**src/rtl/pow2_pkg.sv**
```systemverilog
// Shared definitions for the power-of-two weight path. The MAC array, the encoder and
// any decoder or checker agree on the code layout defined here.
package pow2_pkg;

  localparam int unsigned CODE_W            = 8;
  localparam int unsigned SHIFT_LSB         = 0;
  localparam int unsigned SHIFT_W           = 4;
  localparam int unsigned SIGN_BIT          = 4;
  localparam int unsigned ZERO_BIT          = 5;
  localparam int unsigned MAG_W             = 7;
  localparam int unsigned DEFAULT_MAX_SHIFT = 6;

  typedef logic [SHIFT_W-1:0] shift_t;
  typedef logic [CODE_W-1:0]  code_t;

  // A zero weight always encodes as the bare zero flag, whatever sign/shift say.
  function automatic code_t make_code(input shift_t shift, input logic sign, input logic zero);
    code_t c;
    c = '0;
    if (zero) begin
      c[ZERO_BIT] = 1'b1;
    end else begin
      c[SHIFT_LSB +: SHIFT_W] = shift;
      c[SIGN_BIT]             = sign;
    end
    return c;
  endfunction

endpackage

```
**src/rtl/pow2_round_lzd.sv**
```systemverilog
// Leading-one detector with round-half-up and saturation: 7-bit magnitude in,
// 4-bit shift code out. Purely combinational.
module pow2_round_lzd
  import pow2_pkg::*;
#(
  parameter int unsigned MAX_SHIFT = DEFAULT_MAX_SHIFT
) (
  input  logic [MAG_W-1:0] mag,
  output shift_t           shift
);

  localparam shift_t MaxShift = shift_t'(MAX_SHIFT);

  logic [2:0]     lead;
  logic           round_up;
  shift_t         rounded;
  logic [MAG_W:0] mag_ext;

  always_comb begin
    lead = '0;
    for (int i = 1; i < int'(MAG_W); i++) begin
      if (mag[i]) begin
        lead = 3'(i);
      end
    end
    // Extra zero bit keeps the lead-1 index in range when lead is 0.
    mag_ext  = {1'b0, mag};
    round_up = (lead != 3'd0) && mag_ext[lead - 3'd1];
    rounded  = {1'b0, lead} + {3'b000, round_up};
    shift    = (rounded > MaxShift) ? MaxShift : rounded;
  end

endmodule

```
**src/rtl/pow2_weight_encoder.sv**
```systemverilog
// Two-stage valid/ready pipeline turning signed 8-bit weights into MAC shift codes,
// tagged with column index, last flag and a vector length error pulse.
module pow2_weight_encoder
  import pow2_pkg::*;
#(
  parameter int unsigned VEC_LEN   = 4,
  parameter int unsigned MAX_SHIFT = DEFAULT_MAX_SHIFT
) (
  input  logic                       clk,
  input  logic                       reset,
  input  logic                       w_valid,
  output logic                       w_ready,
  input  logic [7:0]                 w_data,
  input  logic                       w_last,
  output logic                       code_valid,
  input  logic                       code_ready,
  output logic [CODE_W-1:0]          code_data,
  output logic [$clog2(VEC_LEN)-1:0] code_col,
  output logic                       code_last,
  output logic                       len_err
);

  localparam int unsigned      ColW    = $clog2(VEC_LEN);
  localparam logic [ColW-1:0] LastCol = ColW'(VEC_LEN - 1);

  logic s1_adv, s2_adv, w_fire, s1_move;

  logic             in_sign, in_zero, in_err;
  logic [MAG_W-1:0] in_mag;
  logic [ColW-1:0]  idx_q, idx_d;

  logic             s1_valid_q, s1_sign_q, s1_zero_q, s1_err_q;
  logic [MAG_W-1:0] s1_mag_q;
  logic [ColW-1:0]  s1_col_q;

  logic            s2_valid_q, s2_last_q, len_err_q;
  code_t           s2_code_q;
  logic [ColW-1:0] s2_col_q;
  shift_t          s2_shift;

  always_comb begin
    s2_adv  = !s2_valid_q || code_ready;
    s1_adv  = !s1_valid_q || s2_adv;
    w_ready = s1_adv && !reset;
    w_fire  = w_valid && w_ready;
    s1_move = s1_valid_q && s2_adv;
  end

  // -128 has no positive counterpart in 8 bits; it saturates to 127.
  always_comb begin
    in_sign = w_data[7];
    in_zero = (w_data == 8'd0);
    if (!w_data[7]) begin
      in_mag = w_data[6:0];
    end else if (w_data == 8'h80) begin
      in_mag = 7'h7f;
    end else begin
      in_mag = ~w_data[6:0] + 7'd1;
    end
  end

  always_comb begin
    idx_d  = idx_q;
    in_err = 1'b0;
    if (w_fire) begin
      if (w_last) begin
        idx_d  = '0;
        in_err = (idx_q != LastCol);
      end else if (idx_q == LastCol) begin
        idx_d  = '0;
        in_err = 1'b1;
      end else begin
        idx_d = idx_q + ColW'(1);
      end
    end
  end

  pow2_round_lzd #(
    .MAX_SHIFT (MAX_SHIFT)
  ) u_round_lzd (
    .mag   (s1_mag_q),
    .shift (s2_shift)
  );

  always_ff @(posedge clk) begin
    if (reset) begin
      idx_q      <= '0;
      s1_valid_q <= 1'b0;
      s1_sign_q  <= 1'b0;
      s1_zero_q  <= 1'b0;
      s1_err_q   <= 1'b0;
      s1_mag_q   <= '0;
      s1_col_q   <= '0;
      s2_valid_q <= 1'b0;
      s2_code_q  <= '0;
      s2_col_q   <= '0;
      s2_last_q  <= 1'b0;
      len_err_q  <= 1'b0;
    end else begin
      idx_q <= idx_d;
      if (s1_adv) begin
        s1_valid_q <= w_fire;
      end
      if (w_fire) begin
        s1_sign_q <= in_sign;
        s1_zero_q <= in_zero;
        s1_err_q  <= in_err;
        s1_mag_q  <= in_mag;
        s1_col_q  <= idx_q;
      end
      if (s2_adv) begin
        s2_valid_q <= s1_valid_q;
      end
      if (s1_move) begin
        s2_code_q <= make_code(s2_shift, s1_sign_q, s1_zero_q);
        s2_col_q  <= s1_col_q;
        s2_last_q <= (s1_col_q == LastCol);
      end
      // Pulses once, when the offending code lands in the output stage.
      len_err_q <= s1_move && s1_err_q;
    end
  end

  always_comb begin
    code_valid = s2_valid_q;
    code_data  = s2_code_q;
    code_col   = s2_col_q;
    code_last  = s2_last_q;
    len_err    = len_err_q;
  end

endmodule
```
**config.mk**
```make
export PLATFORM = sky130hd
export DESIGN_NAME = pow2_weight_encoder
export DESIGN_NICKNAME = d
export VERILOG_FILES = /design/src/rtl/pow2_pkg.sv /design/src/rtl/pow2_round_lzd.sv /design/src/rtl/pow2_weight_encoder.sv
export SDC_FILE = /design/constraint.sdc
export NUM_CORES = 1
export LEC_CHECK = 0
export ABC_AREA = 1
export CAP_MARGIN = 30
export CORE_MARGIN = 1
export CORE_UTILIZATION = 50
export CTS_CLUSTER_DIAMETER = 30
export DETAILED_ROUTE_END_ITERATION = 16
export GPL_ROUTABILITY_DRIVEN = 0
export PLACE_DENSITY_LB_ADDON = 0.12
export SYNTH_ARGS = -nofsm -noshare
export SYNTH_HDL_FRONTEND = slang
export SYNTH_SLANG_ARGS = --single-unit
```
**constraint.sdc**
```tcl
create_clock -name clk -period 3 [get_ports clk]
set_input_delay 0.6 -clock clk [delete_from_list [all_inputs] [get_ports clk]]
set_output_delay 0.6 -clock clk [all_outputs]
set_load 0.01 [all_outputs]
```
# Word level (Yosys, flattened, before mapping)

Cells that the tools add are included.

Bits in latches: 0
Memories kept: 0
Input port bits: 13
Bits in registers: 26
Memory bits (writable): 0
Memory bits (read-only): 0

Bitwise operators: 1
Reduce and logical (&&, ||, !) cells: 12
Multipliers: 0
Order comparisons: 2
Equal/unequal tests: 4
Add/subtract/negate cells: 4
Div/mod/pow operators: 0
Mux-type cells: 17
Shift-type cells: 0

Operators with widths:

| operator                                                                        | count |
|---|---|
| 7-bit two-way mux                                                               | 2 |
| 3-bit two-way mux                                                               | 3 |
| 8-bit == test, second input constant                                            | 1 |
| 8-bit logical NOT                                                               | 1 |
| 2-bit two-way mux                                                               | 4 |
| 7-bit by 1-bit adder with 7-bit output, second input constant                   | 1 |
| 7-bit inverter                                                                  | 1 |
| 1-bit logical AND                                                               | 5 |
| 1-bit two-way mux                                                               | 5 |
| 5-bit two-way mux                                                               | 1 |
| 3-bit by 1-bit adder with 4-bit output                                          | 1 |
| 2-bit == test, second input constant                                            | 2 |
| 4-bit by 3-bit greater-than comparator with 1-bit output, second input constant | 1 |
| 3-bit by 4-bit less-than comparator with 1-bit output, second input constant    | 1 |
| 4-bit two-way mux                                                               | 1 |
| 1-bit binary-select mux with 3-bit select                                       | 1 |
| 1-bit logical NOT                                                               | 3 |
| 3-bit nonzero test                                                              | 1 |
| 3-bit by 1-bit subtractor with 3-bit output, second input constant              | 1 |
| 2-bit by 1-bit adder with 2-bit output, second input constant                   | 1 |
| 1-bit logical OR                                                                | 2 |
| 2-bit inequality test, second input constant                                    | 1 |

# Longest topological paths before layout

Gate-level depths: netlist (run 1).

Depth in word-level cells: 14
Mapped depth: 19

# By module

From an unflattened synthesis (run 1), not the netlist that was laid out.

Cell total of the unflattened synthesis: 201
Area total of the unflattened synthesis: 1448.9 sq um

By module, submodules not included:

| module              | cells each | area an instance (sq um) | sequential area each (sq um) | times used |
|---|---|---|---|---|
| pow2_weight_encoder | 155        | 1179.9                   | 520.5                        | 1 |
| pow2_round_lzd      | 46         | 269.0                    | 0.0                          | 1 |

# Worst setup path before layout (run 1)

Ideal clock, no wire load.

Path type: register -> register
Start point: register s1_mag_q[2]
End point: register s2_code_q[2], in the netlist code_data[2]
Clock period less this slack: 2.187 ns
Setup slack: 0.813 ns
Cell stages (with the launch flop): 15
Path buffers: 0
Data arrival time: 2.055 ns
Cell sequence: dfxtp_1 -> nor2_1 -> o31ai_1 -> inv_1 -> ha_1 -> inv_1 -> nor3_1 -> o21ai_0 -> a21oi_1 -> ha_1 -> ha_1 -> xnor2_1 -> nand2_1 -> nand2_1 -> a21oi_1

Longest elaborated chain between the ends: 13
Elaborated cells between the ends (all ways): 14
Those cells by class: 2 x add/sub; 1 x order compare; 9 x mux; 2 x reduce/logical

RTL lines:

| element                                                  | RTL line                   | source |
|---|---|---|
| start: declaration                                       | pow2_weight_encoder.sv:33  | `logic [MAG_W-1:0] s1_mag_q;` |
| start signal: assignment                                 | pow2_weight_encoder.sv:108 | `s1_mag_q <= in_mag;` |
| 2-bit two-way mux (2 in series)                          | pow2_round_lzd.sv:22       | `if (mag[i]) begin` |
| 3-bit two-way mux (3 in series)                          | pow2_round_lzd.sv:22       |  |
| 3-bit by 1-bit subtractor with 3-bit output              | pow2_round_lzd.sv:28       | `round_up = (lead != 3'd0) && mag_ext[lead - 3'd1];` |
| 1-bit binary-select mux with 3-bit select                | pow2_round_lzd.sv:28       |  |
| 1-bit two-way mux (implied by the code)                  | pow2_round_lzd.sv:28       |  |
| 1-bit logical AND                                        | pow2_round_lzd.sv:28       |  |
| 3-bit by 1-bit adder with 4-bit output *                 | pow2_round_lzd.sv:29       | `rounded = {1'b0, lead} + {3'b000, round_up};` |
| 4-bit by 3-bit greater-than comparator with 1-bit output | pow2_round_lzd.sv:30       | `shift = (rounded > MaxShift) ? MaxShift : rounded;` |
| 4-bit two-way mux *                                      | pow2_round_lzd.sv:30       |  |
| 5-bit two-way mux *                                      | pow2_pkg.sv:20             | `if (zero) begin` |
| end signal: assignment                                   | pow2_weight_encoder.sv:115 | `s2_code_q <= make_code(s2_shift, s1_sign_q, s1_zero_q);` |
| end: declaration                                         | pow2_weight_encoder.sv:37  | `code_t s2_code_q;` |

Every way passes the cells marked *; elsewhere a longest branch is shown, timed or not. The select of a mux whose other input is x is not followed.
A chain may end at the register's enable or synchronous reset.

# Worst setup path after layout (run 1)

Start point: input code_ready
End point: output w_ready

Longest elaborated chain between the ends: 3

RTL lines:

| element            | RTL line                  | source |
|---|---|---|
| start: declaration | pow2_weight_encoder.sv:16 | `input logic code_ready,` |
| 1-bit logical OR   | pow2_weight_encoder.sv:42 | `s2_adv = !s2_valid_q \|\| code_ready;` |
| 1-bit logical OR   | pow2_weight_encoder.sv:43 | `s1_adv = !s1_valid_q \|\| s2_adv;` |
| 1-bit logical AND  | pow2_weight_encoder.sv:44 | `w_ready = s1_adv && !reset;` |
| end: declaration   | pow2_weight_encoder.sv:12 | `output logic w_ready,` |

Every way passes these cells.

==> results of run 1 <==
-- worst max path at each step --
stage                                   from                         to  cells past startpoint
floorplan           s1_mag_q[2]$_SDFFE_PP0P_  code_data[2]$_SDFFE_PP0P_                     14
global placement                  code_ready                    w_ready                      6
detailed placement  s1_mag_q[2]$_SDFFE_PP0P_  code_data[2]$_SDFFE_PP0P_                     14
CTS                 s1_mag_q[2]$_SDFFE_PP0P_  code_data[2]$_SDFFE_PP0P_                     14
finish                            code_ready                    w_ready                      6
global route        s1_mag_q[2]$_SDFFE_PP0P_  code_data[2]$_SDFFE_PP0P_                     14
-- layout make-up --
class	instances	area (sq um)
fillers	212	860
well taps	30	37.5
inverters	26	97.6
flip-flops and latches	26	520
clock buffers	4	36.3
multi-input cells	124	693
repair buffers	26	255
-- worst max-delay path: cells and delay by family --
family                 cells  cell delay, ps
and+or+nand+nor            2             160
buffers and inverters      4            1080
-- synthesized netlist by cell type (all sizes together) (4+ instances only) --
| library cell | instances | share of area (%) |
|---|---|---|
| nor2 | 16 | 5.6 |
| o21ai | 14 | 5.2 |
| dfxtp | 26 | 39 |
| nand2 | 45 | 13 |
| nand3 | 12 | 5.8 |
| a22oi | 4 | 2.6 |
| inv | 26 | 7.3 |
| xor2 | 4 | 2.6 |
| buf | 5 | 2.4 |
| a21oi | 11 | 4.1 |
| ha | 6 | 5.6 |
-- where the power goes --
part	switching, mW	internal [mW]
combinational	0.101	0.0843
sequential	0.0150	0.365
clock	0.0984	0.0742
-- flip-flops by register name, summed over array words and instances, names as in the netlist --
signal / flops
code_col: 2
s1_valid_q: 1
s1_err_q: 1
code_data: 6
len_err: 1
s1_col_q: 2
s1_zero_q: 1
code_last: 1
code_valid: 1
s1_sign_q: 1
s1_mag_q: 7
idx_q: 2
-- routing by layer --
layer	vias to the layer above	global-route usage [%]	share of wire, %
li1	630	-	-
met1	526	24.9	49
met2	18	32.7	48
met3	2	3.39	2.8
met4	0	7.89	0.62
met5	-	0	0
-- logic make-up after synthesis --
| logic type | after synthesis | synth area share (%) |
|---|---|---|
| XOR/XNOR | 6 | 3.91 |
| AND/OR/NAND/NOR | 75 | 25.2 |
| adder cells (fa/ha/maj) | 6 | 5.59 |
| buffers and inverters | 32 | 9.96 |
| flip-flops | 26 | 38.7 |
| AO/OA/AOI/OAI | 35 | 16.3 |
| other | 1 | 0.279 |
-- metrics by stage --
step	setup WS [ps]	hold WS (ps)	total power [mW]	utilization, %	instance area [sq um]
after floorplan	813	426	0.519	-	1350
after global placement	562	434	0.568	64.2	1600
after detailed placement	548	438	0.574	64.2	1600
after CTS	540	458	0.745	65.6	1640
after global routing	301	468	0.786	65.6	1640
final	556	455	0.738	65.6	1640
==> metrics.yaml, run 1 <==
ys_seq_elements: 26
grt_use_total_pct: 19.6
start_kind: "primary input"
finalCritPeriodShare_pct: 81.5
fin_nets: 226
ys_warn_count: 0
cts_tree: "done"
start_util_pct: 53.8
grt_pass1_wl_microns: 4090
crit_path_top_delay_cell: "clkdlybuf4s50_1"
hold_violations: 0
r2r-start: "s1_mag_q[2]$_SDFFE_PP0P_"
synth-seq-area-share_pct: 38.7
reg2reg_slack_ps: 560
ant_nets: 0
reg2regPathDepth: 14
timing.fmax_ghz: 0.409
ctsHtreeMaxLevel: 1
dr.pass1.iters: 4
final_cells: 236
cts_made_buffers: 3
grt_max_degree: 17
hold_path_depth: 2
setup_tns_ps: 0
routed_wl_microns: 2430
antenna_found_initial: 0
status: "finished, final reports clean"
area_growth_pct: 22.1
syn_avg_cell_area_sq_um: 7.42
die_x_microns: 53.8
vias: 1176
reg2reg_to: "code_data[2]$_SDFFE_PP0P_"
drcViolationCount: 0
vdd_ir_drop_max_v: 0.000313
path_cells: "clkdlybuf4s50_1, inv_1, nand3_2, nand2_1, inv_1, clkdlybuf4s50_1"
die_y_microns: 53.8
drv_slew: 0
synth_edf_count: 0
worstHoldEndpoint: "code_data[3]$_SDFFE_PP0P_"
pin_count: 27
synth_flop_cell: "dfxtp_1"
portBuffers: 24
drv_cap: 0
crit_path_max_incr_delay_ps: 520
hp-start: "code_data[3]$_SDFFE_PP0P_"
num_antenna_cells: 0
dp_hpwl_microns: 1980
worst_ep_required_time_ps: 2400
rows: 18
postCtsSetupRepairBufs: 0
dieArea_sq_um: 2900
fp.coreArea_sq_um: 2500
holdCritPathClass: "reg2reg"
cellPowerDensity_nw_per_um2: 450
drive_above_1_share_pct: 10.7
clkSlewWorstSetupHoldPaths_ps: 140
cp_max_fo: 3
setup_viol: 0
grt-ovfl-total: 0
dp_cells: 232
cts_buffer_depth: 2
worstSetupEndpointType: "primary output"
crit_type: "in2out"
finClkSkew_ps: 9.81
ys_async_sr_fraction_pct: 0
layout_common_cells: "nand2_1, dfxtp_1, clkdlybuf4s50_1"
drt_iter0_drc: 18
via_per_inst: 4.98
cts.repair.resized: 0
clock_latency_ps: 320
routedWlPerCell_microns: 10.3
leakage_nw: 0.724
grt_pass1_vias: 990
final_common_cell: "nand2_1"
finalWorstPathRequiredPeriod_ps: 2440
worstPathArrival_ps: 1840
syn_area_sq_um: 1340
cts_num_sinks: 26
cts_hold_buffers: 0
cts_root_buffer: "clkbuf_4"
rsz0062_at_grt: "no"
ys_types: 29
synthCells: 181
(Power assumes the default switching activity.)
==> inputs of run 2 (changes only) <==
--- a/config.mk
+++ b/config.mk
@@ -8,7 +8,7 @@
 export ABC_AREA = 1
 export CAP_MARGIN = 30
 export CORE_MARGIN = 1
-export CORE_UTILIZATION = 50
+export CORE_UTILIZATION = 45
 export CTS_CLUSTER_DIAMETER = 30
 export DETAILED_ROUTE_END_ITERATION = 16
 export GPL_ROUTABILITY_DRIVEN = 0
==> constraint.sdc (replaced) <==
create_clock -name clk -period 2 [get_ports clk]
set_input_delay 0.4 -clock clk [delete_from_list [all_inputs] [get_ports clk]]
set_output_delay 0.4 -clock clk [all_outputs]
set_load 0.01 [all_outputs]
==> metrics.yaml, run 2 (synthesis gave the netlist of run 1 again) <==
die_y_microns: 56.6  # was 53.8 microns
cts_tree: "done"  # unchanged
r2r-start: "s1_mag_q[4]$_SDFFE_PP0P_"  # was s1_mag_q[2]$_SDFFE_PP0P_
fin_nets: 243  # was 226
worst_slack_ps: -178  # was 556 ps
grt-ovfl-total: 0  # unchanged
setup_tns_ps: -434  # was 0 ps
reg2reg_to: "code_data[0]$_SDFFE_PP0P_"  # was code_data[2]$_SDFFE_PP0P_
critPathLaunch: "s1_mag_q[4]$_SDFFE_PP0P_"  # was code_ready
drv_cap: 0  # unchanged
hold_violations: 0  # unchanged
worstSetupEndpointType: "flop"  # was primary output
largest_register_ffs: 7  # unchanged
power_frac_seq_pct: 41.8  # was 51.5%
ant_nets: 0  # unchanged
crit_family: "compound AO/OA/AOI/OAI gates"  # was buffers and inverters
ctsHtreeMaxLevel: 1  # unchanged
start_util_pct: 48.3  # was 53.8%
utilization_pct: 68.3  # was 65.6%
setup_viol: 3  # was 0
crit_path_max_incr_delay_ps: 390  # was 520 ps
power_frac_clock_pct: 26.0  # was 23.4%
vdd_ir_drop_max_v: 0.000555  # was 0.000313 V
drv_slew: 0  # unchanged
finClkSkew_ps: 11.4  # was 9.81 ps
via_per_inst: 5.03  # was 4.98
cellPowerDensity_nw_per_um2: 724  # was 450 nW/um^2
grt_use_total_pct: 21.4  # was 19.6%
routed_wl_microns: 3160  # was 2430 microns
antenna_found_initial: 0  # unchanged
critPathBufInv: 2  # was 4
switching_share_pct: 29.2  # was 29.1%
timing.fmax_ghz: 0.459
p_sw_uw: 401  # was 214 uW
path_cells: "o31ai_4, inv_2, ha_4, inv_2, nor3_2, o21ai_1, a21oi_2, ha_2, ha_4, xnor2_4, o21ai_1, a21oi_1"  # was clkdlybuf4s50_1, inv_1, nand3_2, nand2_1, inv_1, clkdlybuf4s50_1
worstPathArrival_ps: 2450  # was 1840 ps
dieArea_sq_um: 3210  # was 2900 sq um
layout_common_cells: "nand2_1, clkdlybuf4s50_1, dfxtp_1"  # was nand2_1, dfxtp_1, clkdlybuf4s50_1
dp_hpwl_microns: 2370  # was 1980 microns
start_kind: "flop"  # was primary input
failed_checks: "setup timing"
pwr-share-comb_pct: 32.2  # was 25.1%
clock_latency_ps: 320  # about the same
drcViolationCount: 0  # unchanged
leakage_nw: 0.832  # was 0.724 nW
clkSlewWorstSetupHoldPaths_ps: 150  # was 140 ps
p_int_uw: 974  # was 523 uW
drive_above_1_share_pct: 28.3  # was 10.7%
pin_count: 27  # unchanged
grt_pass1_wl_microns: 5460  # was 4090 microns
dr.pass1.iters: 5  # was 4
rows: 19  # was 18
drt_iter0_drc: 55  # was 18
cts_num_sinks: 26  # unchanged
crit_type: "reg2reg"  # was in2out
rsz0062_at_grt: "yes"  # was no
area_growth_pct: 41.3  # was 22.1%
cp_max_fo: 3  # unchanged
fp.coreArea_sq_um: 2780  # was 2500 sq um
cts_root_buffer: "clkbuf_4"  # unchanged
crit_path_top_delay_cell: "dfxtp_4"  # was clkdlybuf4s50_1
regMostFlops: "s1_mag_q"  # unchanged
grt_max_degree: 16  # was 17
cts_hold_buffers: 0  # unchanged
cts_made_buffers: 3  # unchanged
finalCritPeriodShare_pct: 109
num_antenna_cells: 0  # unchanged
portBuffers: 24  # unchanged
cts_buffer_depth: 2  # unchanged
finalWorstPathRequiredPeriod_ps: 2180
reg2reg_slack_ps: -180  # was 560 ps
grt_pass1_vias: 1299  # was 990
endpoint: "code_data[0]$_SDFFE_PP0P_"  # was w_ready
final_common_cell: "nand2_1"  # unchanged
reg2regPathDepth: 12  # was 14
worst_ep_required_time_ps: 2270  # was 2400 ps
holdCritPathClass: "reg2reg"  # unchanged
die_x_microns: 56.6  # was 53.8 microns
vias: 1278  # was 1176
cp_num_cells: 12  # was 6
routedWlPerCell_microns: 12.4  # was 10.3 microns
status: "finished with violations"  # was finished, final reports clean
run 2: how the worst min path moves through the flow:
stage / from / end / slack (ps) / cells after the start
after floorplan: s1_err_q$_SDFFE_PP0P_ / len_err$_SDFF_PP0_ / 430 / 2
after global placement: code_data[3]$_SDFFE_PP0P_ / code_data[3]$_SDFFE_PP0P_ / 430 / 2
after detailed placement: code_data[3]$_SDFFE_PP0P_ / code_data[3]$_SDFFE_PP0P_ / 450 / 2
after CTS: s1_err_q$_SDFFE_PP0P_ / len_err$_SDFF_PP0_ / 460 / 2
after global routing: s1_err_q$_SDFFE_PP0P_ / len_err$_SDFF_PP0_ / 480 / 2
final: s1_err_q$_SDFFE_PP0P_ / len_err$_SDFF_PP0_ / 450 / 2
run 2: stage by stage:
stage	worst slack, ps	std cells	hold WS, ps	cell area (sq um)	total power [mW]
after floorplan	-110	182	426	1400	0.813
after global placement	-129	246	432	1750	0.928
after detailed placement	-223	246	447	1750	0.947
after CTS	-109	254	463	1870	1.35
after global routing	-329	254	476	1900	1.45
final	-178	254	453	1900	1.37
run 2: power groups by stage:
stage	registers, mW	clock network [mW]	logic [mW]
after floorplan	0.586	0	0.227
final	0.574	0.358	0.443
after CTS	0.574	0.359	0.417
after global routing	0.579	0.383	0.488
after global placement	0.584	0	0.344
after detailed placement	0.585	0	0.362
run 2: timing repair:
action                                  CTS  global route
buffers inserted                          4             0
gates cloned                              0             0
endpoints found under the setup margin    3             4
resized for setup                        12             8
pin swaps                                14            10
run 2: final cells by class:
type / count / area (sq um)
Clock inverter: 1 / 30.0
Timing Repair Buffer: 43 / 385
Sequential cell: 26 / 531
Tap cell: 31 / 38.8
Clock buffer: 3 / 22.5
Fill cell: 227 / 882
Inverter: 26 / 97.6
Multi-Input combinational cell: 124 / 795
run 2: routing by layer:
| metal | share of wire (%) | GRT usage (%) |
|---|---|---|
| met1 | 44 | 25.3 |
| met2 | 53 | 39.8 |
| met3 | 1.7 | 3.00 |
| met4 | 0.66 | 5.57 |
| met5 | 0 | 0 |
run 2: tightest hold or removal path: cells and delay by family (launching register included):
kind	cells	cell delay (ps)
flops	1	320
simple gates	2	120
